### config.mk
export PLATFORM = sky130hd
export DESIGN_NAME = stage_enable_sequencer
export DESIGN_NICKNAME = d
export VERILOG_FILES = /design/src/rtl/stage_enable_sequencer.sv
export SDC_FILE = /design/constraint.sdc
export NUM_CORES = 1
export LEC_CHECK = 0
export ABC_CLOCK_PERIOD_IN_PS = 5050
export CORE_ASPECT_RATIO = 1.25
export CORE_MARGIN = 2
export CORE_UTILIZATION = 34
export CTS_CLUSTER_SIZE = 8
export DETAILED_ROUTE_END_ITERATION = 8
export SLEW_MARGIN = 20
export SYNTH_ARGS = -nofsm -noshare
export SYNTH_HDL_FRONTEND = slang
export SYNTH_SLANG_ARGS = --single-unit
### constraint.sdc
create_clock -name clk_operation -period 5.05 [get_ports clk_operation]
set_input_delay 0.505 -clock clk_operation [delete_from_list [all_inputs] [get_ports clk_operation]]
set_output_delay 0.505 -clock clk_operation [all_outputs]
set_load 0.01 [all_outputs]
### src/rtl/stage_enable_sequencer.sv
// rtl/stage_enable_sequencer.sv - per-sample stage enable sequencer with ready timeout and frame accounting
module stage_enable_sequencer #(
    parameter int NUM_STAGES = 5,
    parameter int CNT_W      = 13,
    parameter int WAIT_W     = 10,
    parameter int PULSE_W    = 2,
    parameter int TIMEOUT    = 1023
) (
    input  logic                         clk_operation,
    input  logic                         rst,
    input  logic                         run,
    input  logic [CNT_W-1:0]             sampling_cycle_counter,
    input  logic [NUM_STAGES*WAIT_W-1:0] stage_delay,
    input  logic [NUM_STAGES-1:0]        stage_hold,
    input  logic [NUM_STAGES-1:0]        stage_ready,
    output logic [NUM_STAGES-1:0]        enable,
    output logic                         busy,
    output logic                         frame_done,
    output logic                         timeout_err,
    output logic [NUM_STAGES-1:0]        stage_fault,
    output logic                         overrun,
    output logic [15:0]                  frame_count
);
    localparam int IDX_W  = $clog2(NUM_STAGES);
    localparam int PCNT_W = (PULSE_W > 1) ? $clog2(PULSE_W) : 1;

    typedef enum logic [2:0] {IDLE, DELAY, WAIT_RDY, PULSE, DONE} state_t;

    state_t              state, state_n;
    logic [IDX_W-1:0]    idx, idx_n, ld_idx;
    logic [WAIT_W-1:0]   dly, dly_n;
    logic [15:0]         tcnt, tcnt_n;
    logic [PCNT_W-1:0]   pcnt, pcnt_n;
    logic [NUM_STAGES-1:0] enable_n, fault_n;
    logic                frame_done_n, timeout_err_n, overrun_n, busy_n;
    logic [15:0]         count_n;
    logic                prev_zero, cnt_zero, trig, start;
    logic [WAIT_W-1:0]   dly_cfg [NUM_STAGES];

    always_comb begin
        for (int i = 0; i < NUM_STAGES; i++) begin
            dly_cfg[i] = stage_delay[i*WAIT_W +: WAIT_W];
        end
    end

    assign cnt_zero = (sampling_cycle_counter == '0);
    assign trig     = run & cnt_zero & ~prev_zero;

    always_comb begin
        state_n       = state;
        idx_n         = idx;
        dly_n         = dly;
        tcnt_n        = tcnt;
        pcnt_n        = pcnt;
        enable_n      = enable;
        fault_n       = stage_fault;
        overrun_n     = overrun;
        count_n       = frame_count;
        frame_done_n  = 1'b0;
        timeout_err_n = 1'b0;
        start         = 1'b0;
        ld_idx        = '0;

        if (!run) begin
            state_n  = IDLE;
            enable_n = '0;
            idx_n    = '0;
            dly_n    = '0;
            tcnt_n   = '0;
            pcnt_n   = '0;
        end else begin
            // a frame start that lands mid-sequence is dropped, only flagged
            if (trig && (state == DELAY || state == WAIT_RDY || state == PULSE)) begin
                overrun_n = 1'b1;
            end
            case (state)
                IDLE: begin
                    if (trig) start = 1'b1;
                end
                DELAY: begin
                    dly_n = dly - WAIT_W'(1);
                    if (dly == WAIT_W'(1)) state_n = WAIT_RDY;
                end
                WAIT_RDY: begin
                    if (idx == '0 || stage_ready[idx - IDX_W'(1)]) begin
                        state_n       = PULSE;
                        tcnt_n        = '0;
                        pcnt_n        = '0;
                        enable_n[idx] = 1'b1;
                    end else if (tcnt == 16'(TIMEOUT - 1)) begin
                        state_n       = IDLE;
                        fault_n[idx]  = 1'b1;
                        timeout_err_n = 1'b1;
                        enable_n      = '0;
                        tcnt_n        = '0;
                        idx_n         = '0;
                    end else begin
                        tcnt_n = tcnt + 16'd1;
                    end
                end
                PULSE: begin
                    if (pcnt == PCNT_W'(PULSE_W - 1)) begin
                        enable_n[idx] = stage_hold[idx];
                        if (idx == IDX_W'(NUM_STAGES - 1)) begin
                            state_n      = DONE;
                            frame_done_n = 1'b1;
                            count_n      = frame_count + 16'd1;
                        end else begin
                            start  = 1'b1;
                            ld_idx = idx + IDX_W'(1);
                        end
                    end else begin
                        pcnt_n = pcnt + PCNT_W'(1);
                    end
                end
                DONE: begin
                    idx_n   = '0;
                    state_n = IDLE;
                    if (trig) start = 1'b1;
                end
                default: state_n = IDLE;
            endcase

            // shared stage entry: zero delay skips straight to the ready check
            if (start) begin
                idx_n   = ld_idx;
                dly_n   = dly_cfg[ld_idx];
                tcnt_n  = '0;
                state_n = (dly_cfg[ld_idx] != '0) ? DELAY : WAIT_RDY;
            end
        end
        busy_n = (state_n != IDLE);
    end

    always_ff @(posedge clk_operation) begin
        if (rst) begin
            state       <= IDLE;
            idx         <= '0;
            dly         <= '0;
            tcnt        <= '0;
            pcnt        <= '0;
            prev_zero   <= 1'b0;
            enable      <= '0;
            busy        <= 1'b0;
            frame_done  <= 1'b0;
            timeout_err <= 1'b0;
            stage_fault <= '0;
            overrun     <= 1'b0;
            frame_count <= '0;
        end else begin
            state       <= state_n;
            idx         <= idx_n;
            dly         <= dly_n;
            tcnt        <= tcnt_n;
            pcnt        <= pcnt_n;
            prev_zero   <= cnt_zero;
            enable      <= enable_n;
            busy        <= busy_n;
            frame_done  <= frame_done_n;
            timeout_err <= timeout_err_n;
            stage_fault <= fault_n;
            overrun     <= overrun_n;
            frame_count <= count_n;
        end
    end
endmodule

After elaboration in Yosys (flattened, before gate mapping)
Index checks and enable logic that the tools add are counted.
Word-level totals
  register bits after elaboration: 64
Cells by class
  add/sub/neg operators: 6
  $lt $le $gt $ge: 4
  eq/ne operators: 12
  mux-type cells: 45
  bitwise operators: 11
  reductions and logical operators: 24
Operators with widths (count)
  two-way mux 3 bit: 14
  two-way mux 10 bit: 4
  adder 16 x 1 -> 16 bit, second input constant: 2
  two-way mux 16 bit: 2
  binary-select mux 10 bit (select 3 bit): 1
  equality test 16 x 10 -> 1 bit, second input constant: 1
  two-way mux 5 bit: 3
  logical NOT 13 bit: 1
  case mux 3 bit (4 select lines): 1
  two-way mux 1 bit: 11
  equality test 10 x 1 -> 1 bit, second input constant: 1
  OR 5 bit: 2
  case mux 5 bit (2 select lines): 1
  nonzero test 10 bit: 1
  subtractor 10 x 1 -> 10 bit, second input constant: 1
  less-than comparator 3 x 4 -> 1 bit, second input constant: 2
  AND reduction 4 bit: 2
  OR reduction 4 bit: 2
  binary-select mux 1 bit (select 3 bit): 2
  equality test 3 x 2 -> 1 bit, second input constant: 2
  equality test 3 bit, second input constant: 2
  logical NOT 3 bit: 2
  inequality test 3 x 1 -> 1 bit, second input constant: 2
  inverter 1 bit: 6
  24 further kinds: 34

Longest topological paths before layout
Gate-level depths: netlist of run 1.
  depth after elaboration: 14
  gate-level depth with buffers: 13
  gate-level depth less buffers: 8

Least setup slack after synthesis of run 1
OpenSTA, ideal clock, no wires.
  path kind: register to register
  start: register idx[0]
  end: register tcnt[15]
  library setup time: 0.081 ns
  arrival time: 3.496 ns
  required time: 4.969 ns
  slack: 1.472 ns
  cell stages (with the launch flop): 13
  path buffers: 4
  cells stage by stage: dfxtp_1 > clkbuf_1 > clkbuf_1 > inv_1 > ha_1 > clkbuf_1 > mux4_2 > nand2_2 > a32oi_4 > or3_1 > buf_2 > or4_4 > a211oi_2
On the way
  longest elaborated chain between the ends: 6
Ends and longest elaborated chain
  start: declaration: line 30  | logic [IDX_W-1:0] idx, idx_n, ld_idx;
  start signal: assignment: line 152  | idx <= idx_n;
  parallel branches: the longest is 6 deep, another holds subtractor 3 x 1 -> 3 bit
  end signal: assignment: line 154  | tcnt <= tcnt_n;
  end: declaration: line 32  | logic [15:0] tcnt, tcnt_n;
Several ways; the timed one is not identified. The select of a mux whose other input is x is not followed.
A chain may end at the register's enable or synchronous reset.

Final worst setup path of run 1
  start: register idx[1]
  end: register tcnt[13]
Same word-level chain as after synthesis.

==> key figures, run 1 <==
Critical path
  • CP Max Fanout: 13
  • Req. time, crit path: between 5000 and 6000 ps
  • CP cell instances: inv_1 -> ha_1 -> nand2_1 -> nand2_1 -> o211ai_1 -> or4_1 -> or3_1 -> o21ai_0
  • Crit path buffers/inverters: 1
  • CP startpoint kind: register
  • CP top delay family: simple AND/OR/NAND/NOR gates
  • Max incr delay on CP: 650 ps
  • Worst Path Class, Setup: register to register
  • CP max-delay cell: or4_1
  • Most used cell, CP: nand2_1
  • Worst Path Arrival: ~3400 ps
  • CP Capture Type: register

Yosys
  • Syn Nets: about 600
  • Register area share after synthesis: between 30 and 40%
  • Most used DFF post-synth: dfxtp_1
  • Async SR Flop Fraction: 0%
  • Number of synthesized flops with an enable pin: 0
  • Cells after synthesis: 500
  • Synthesized area: slightly below 0.004 mm2
  • Number of synthesized register bits: 64
  • Unique masters post-synth: 58
  • Mapped Avg Cell Area: 7.78 um2
  • Ys Warns: 0

Global route
  • First-pass GRT wire length: 19500 um
  • Initial antenna violation count: 0
  • GRT Resource Usage Total: approximately a fifth
  • Remaining global-route overflow: 0
  • Largest net degree at the start of global routing: 34
  • Vias in the first global route: ~4000

Finish
  • Multi-input logic area: roughly 0.0024 mm2
  • N_diodes: 0
  • Nets: roughly 680
  • Fillers: approximately 1100
  • Share of layout cells above drive strength 1: 5.36%
  • Register area: approximately 0.0013 mm2
  • Layout Utilization: slightly below 50%
  • Area grow syn2layout: 38.6%
  • Commonest non-fill, non-tap cells in the layout: clkdlybuf4s50_1, dfxtp_1, nor2_1
  • Layout Cells excl Fill: 732
  • Leading cell type in the layout, fill and taps excluded: clkdlybuf4s50_1

Pwr
  • Internal power: between 1 and 1.5 mW
  • Pwr per Cell Area: ~250 mW/mm2
  • Maximum VDD drop: roughly 0.14 mV
  • Switch Pwr: 0.275 mW
  • Switching share of power: slightly above 20%
  • Pwr Total: roughly 1.3 mW
  • Logic gate share of total power: under 10%
  • Leakage power: about 1.8 nW
  • Part of the power in the clock network: about 55%
  • Flop pwr share: between 30% and 40%

Worst hold path
  • Worst hold-check path type: register to register

Drt
  • Drt initial violations: 291
  • WL final: between 10000 and 15000 um
  • Via density: approximately 5.5
  • 1st-pass router iterations: 7
  • Post-DRT Antenna Nets: 0
  • Via count: between 4000 and 5000
  • Avg WL per Cell: 16.4 um
  • DRC errors left: 0

Die
  • Row count: 43
  • Die Ht: roughly 120 um
  • Starting Density: 34.9%
  • CORE AREA: 0.0111 mm2
  • Die X: ~100 um
  • Top Ports: about 110
  • Die area: ~0.012 mm2

Place
  • Input/output buffers: between 100 and 150
  • Final HPWL DP: ~9100 um
  • Gpl congestion: 0.843
  • Worst slack, placed: 1790 ps
  • Placed cells: ~700

Clock network
  • Setup Buffers After CTS: 0
  • Clock latency on the worst-skew pair: between 300 and 400 ps
  • H-tree depth: 3
  • CTS root buffer: clkbuf_16
  • CTS max path bufs: 2
  • Worst-path clk slew: roughly 60 ps
  • Clk sinks: 64
  • CTS tree: built
  • CTS buffer count: 9
  • Cts hold-fix bufs: 0
  • PostCTS Resize Cnt: 0

STA
  • Final setup viols: 0
  • Slew @ Worst Pin: between 800 and 900 ps
  • Final hold vios: 0
  • Fmax: around 320 MHz
  • Slew headroom: between 40% and 50%
  • RSZ-0062 raised after global routing: false
  • Setup TNS: 0 ps
  • Period utilisation layout: 62.4%
  • Fin. max-slew vios: 0
  • Tmin final: ~3100 ps
  • Clock Skews: 8.20 ps
  • Final WS setup: 1900 ps

Flow run
  • Max cap viols: 0

Status
  • Status: complete, no violations
[cells in the mapped netlist, types with 4 or more instances]
cell / number / area share [%]
and2_1: 4 / 0.64
ha_1: 8 / 2.6
clkbuf_1: 26 / 2.5
dfxtp_1: 64 / 33
mux2i_1: 10 / 2.6
a211oi_1: 5 / 0.96
a31oi_1: 10 / 1.6
nor3_1: 21 / 2.7
nand2b_1: 9 / 1.4
or3_1: 6 / 0.96
xor2_1: 15 / 3.4
nor2b_1: 5 / 0.80
inv_1: 18 / 1.7
nor4_1: 10 / 1.6
a32o_1: 6 / 1.5
a22oi_1: 6 / 1.2
o22ai_1: 6 / 0.96
o21ai_0: 36 / 4.6
nor2_1: 48 / 4.6
a21oi_1: 28 / 3.6
nand3_1: 23 / 3.0
xnor2_1: 9 / 2.0
and3_1: 7 / 1.1
nand2_1: 43 / 4.1
nand4_1: 14 / 2.3
a22o_1: 5 / 1.1
[worst register-to-register path: cells and delay by family, from the launching register on]
family                   cells  cell delay (ps)
adder cells (fa/ha/maj)      1              350
flip-flops                   1              370
buffers and inverters        1              150
AND/OR/NAND/NOR              4             1710
AO/OA/AOI/OAI                2              480
[metal layers]
metal / global-route usage [%] / routed length (um) / vias to the layer above
met3: 4.55 / 442 / 23
li1: - / - / 2035
met1: 24.3 / 5280 / 1906
met5: 0 / 0 / -
met2: 34.1 / 6000 / 96
met4: 6.08 / 252 / 0
[power groups by stage]
| stage | Combinational, mW | Clock, mW | Sequential, mW |
|---|---|---|---|
| 6_report | 0.0910 | 0.732 | 0.505 |
| 5_1_grt | 0.0975 | 0.767 | 0.505 |
| 4_1_cts | 0.0909 | 0.741 | 0.505 |
| 3_5_place_dp | 0.0906 | 0 | 0.516 |
| 3_3_place_gp | 0.0901 | 0 | 0.516 |
| 2_1_floorplan | 0.0216 | 0 | 0.516 |
[final cells by class]
type	instances	area share (%)
Clock buffer	9	4.18
Inverter	18	1.25
Sequential cell	64	23.8
Timing Repair Buffer	109	20.0
Tap cell	135	3.13
Clock inverter	7	2.37
Multi-Input combinational cell	390	45.3
[flip-flops by register name (all words and copies together) (netlist names)]
signal	count
busy	1
dly	10
enable	5
frame_count	16
frame_done	1
idx	3
overrun	1
pcnt	1
prev_zero	1
stage_fault	5
state	3
tcnt	16
timeout_err	1
[logic make-up (layout without fill, tap and decap cells)]
| kind of cell | count (synthesis) | after routing | synth area share, % |
|---|---|---|---|
| AND/OR/NAND/NOR | 212 | 212 | 27.8 |
| AO/OA/AOI/OAI | 134 | 134 | 23.0 |
| flip-flops | 64 | 64 | 32.9 |
| buffers and inverters | 46 | 143 | 4.50 |
| XOR/XNOR | 24 | 24 | 5.40 |
| multiplexers | 12 | 12 | 3.73 |
| adder cells (fa/ha/maj) | 8 | 8 | 2.57 |
[per-stage QoR]
step           hold slack (ps)  cell area (um2)
6_report                   463             5390
5_1_grt                    484             5390
3_5_place_dp               459             5030
2_1_floorplan              436             3890
3_3_place_gp               448             5030
4_1_cts                    467             5390
[final timing paths]
| kind | start | to | slack, ps | cells past startpoint |
|---|---|---|---|---|
| worst max-delay path | idx[1] | tcnt[13] | 1900 | 8 |
| worst min-delay path | dly[8] | dly[8] | 460 | 2 |
| worst max register to register | idx[1] | tcnt[13] | 1900 | 8 |
| worst min register to register | dly[8] | dly[8] | 460 | 2 |
(Power assumes the default switching activity.)
==> run 2, diff against run 1 <==
--- a/config.mk
+++ b/config.mk
@@ -5,7 +5,7 @@
 export SDC_FILE = /design/constraint.sdc
 export NUM_CORES = 1
 export LEC_CHECK = 0
-export ABC_CLOCK_PERIOD_IN_PS = 5050
+export ABC_CLOCK_PERIOD_IN_PS = 2750
 export CORE_ASPECT_RATIO = 1.25
 export CORE_MARGIN = 2
 export CORE_UTILIZATION = 34
==> constraint.sdc (replaced) <==
create_clock -name clk_operation -period 2.75 [get_ports clk_operation]
set_input_delay 0.275 -clock clk_operation [delete_from_list [all_inputs] [get_ports clk_operation]]
set_output_delay 0.275 -clock clk_operation [all_outputs]
set_load 0.01 [all_outputs]
==> key figures, run 2 (same netlist as run 1, synthesis figures left out) <==
Pwr
  • Pwr Total: between 2 and 2.5 mW
  • Maximum VDD drop: between 0.2 and 0.3 mV
  • Pwr per Cell Area: 423 mW/mm2
  • Leakage power: approximately 1.9 nW

Worst hold path
  • Hold Path End: dly[8]
  • Cells on Worst Hold Path: 2
  • Worst hold-check path type: register to register
  • Hold Startpoint: dly[8]

Critical path
  • CP max-delay cell: or4_1
  • Worst Path Class, Setup: register to register
  • CP startpoint kind: register
  • CP Capture Type: register
  • Worst Path Arrival: roughly 2700 ps
  • Crit path buffers/inverters: 1
  • Req. time, crit path: ~3000 ps
  • CP Max Fanout: 9
  • CP top delay family: simple AND/OR/NAND/NOR gates
  • Reg2reg setup slack: approximately 200 ps
  • Reg2reg end: state[0]
  • RR Startpoint: idx[0]
  • Max incr delay on CP: approximately 650 ps
  • CP cell instances: inv_6 -> ha_4 -> or4_1 -> o22ai_1 -> o21ai_0 -> nor4_1 -> a21oi_1
  • R2R cell count: 7

Clock network
  • Clk sinks: 64
  • CTS max path bufs: 2
  • H-tree depth: 3
  • Clock latency on the worst-skew pair: 330 ps
  • Worst-path clk slew: around 60 ps
  • Cts hold-fix bufs: 0
  • CTS root buffer: clkbuf_16
  • CTS tree: built
  • CTS buffer count: 9

Die
  • Starting Density: a little over a third
  • Top Ports: 106
  • CORE AREA: 0.0111 mm2
  • Row count: 43
  • Die Ht: between 100 and 150 um
  • Die area: 0.0123 mm2
  • Die X: around 100 um

STA
  • Setup TNS: 0 ps
  • Clock Skews: about 9.4 ps
  • Fmax: approximately 400 MHz
  • Tmin final: 2550 ps
  • RSZ-0062 raised after global routing: false
  • Final hold vios: 0
  • Fin. max-slew vios: 0
  • Period utilisation layout: 92.8%
  • Slew headroom: between 50% and 60%
  • Slew @ Worst Pin: roughly 690 ps
  • Final setup viols: 0

Finish
  • Leading registers by flop count: frame_count (16), tcnt (16), dly (10)
  • Fillers: 1067
  • Nets: 696
  • Layout Cells excl Fill: 752
  • Commonest non-fill, non-tap cells in the layout: clkdlybuf4s50_1, dfxtp_1, nor2_1
  • Layout Utilization: 49.8%
  • N_diodes: 0
  • Area grow syn2layout: 42.5%
  • Share of layout cells above drive strength 1: about 9.1%
  • Leading cell type in the layout, fill and taps excluded: clkdlybuf4s50_1

Drt
  • DRC errors left: 0
  • 1st-pass router iterations: 5
  • Post-DRT Antenna Nets: 0
  • Via count: around 4200
  • Via density: 5.65
  • WL final: 12000 um
  • Avg WL per Cell: approximately 16 um
  • Drt initial violations: 162

Flow run
  • Max cap viols: 0

Global route
  • Remaining global-route overflow: 0
  • First-pass GRT wire length: 19800 um
  • Initial antenna violation count: 0
  • Vias in the first global route: approximately 4200
  • Largest net degree at the start of global routing: 27
  • GRT Resource Usage Total: 20.0%

Place
  • Gpl congestion: just over 0.9
  • Input/output buffers: between 100 and 150
  • Final HPWL DP: roughly 9300 um
  • Placed cells: roughly 740

Status
  • Status: complete, no violations
==> run 2: cell types whose count changed in the layout (fill, tap and decap cells not counted), sizes merged <==
cell / before / now
buf: 4 / 24
bufinv: 3 / 2
clkinvlp: 0 / 1
==> run 2: power by group <==
group	internal [mW]	leakage, nW	total, mW	switching [mW]
registers	0.926	0.516	0.926	0.00000740
logic	0.112	1.22	0.170	0.0583
clock network	0.802	0.157	1.25	0.448
total	1.84	1.89	2.35	0.506
==> run 2: routing by layer <==
metal  up-vias  global-route usage (%)  part of all wire [%]
li1       2085                       -                     -
met1      2036                    23.4                    43
met2       104                    35.7                    51
met3        22                    4.88                   4.8
met4         0                    6.76                   1.9
met5         -                       0                     0
==> run 2: stage by stage <==
step           worst slack [ps]  hold slack (ps)  area [um2]
5_1_grt                    38.3              479        5550
6_report                    198              457        5550
2_1_floorplan              -103              436        3960
3_5_place_dp                162              447        5210
3_3_place_gp                200              446        5210
4_1_cts                     178              455        5540
==> run 2: worst register-to-register path, cell delays in order, from the launching register on <==
cell	delay (ps)
dfxtp_4	430
inv_6	60
ha_4	260
or4_1	650
o22ai_1	200
o21ai_0	170
nor4_1	520
a21oi_1	130
==> run 2: worst max path at each step <==
| stage | start | to | cells past startpoint |
|---|---|---|---|
| 5_1_grt | idx[0] | state[1] | 9 |
| 6_report | idx[0] | state[0] | 7 |
| 3_5_place_dp | stage_ready[0] | tcnt[15] | 7 |
| 2_1_floorplan | idx[0] | tcnt[15] | 12 |
| 3_3_place_gp | stage_ready[3] | tcnt[15] | 7 |
| 4_1_cts | idx[0] | state[0] | 8 |
==> run 2: layout make-up <==
| class | instances | area, um2 | share of cell area [%] |
|---|---|---|---|
| well taps | 135 | 169 | 3.05 |
| repair buffers | 129 | 1230 | 22.2 |
| flip-flops and latches | 64 | 1280 | 23.2 |
| multi-input cells | 390 | 2460 | 44.4 |
| clock buffers | 9 | 225 | 4.06 |
| clock inverters | 7 | 103 | 1.85 |
| inverters | 18 | 72.6 | 1.31 |
==> run 2: repair_timing <==
item                       CTS  global route
buffers inserted             0             0
resized for setup            0             1
setup endpoints to repair    0             2
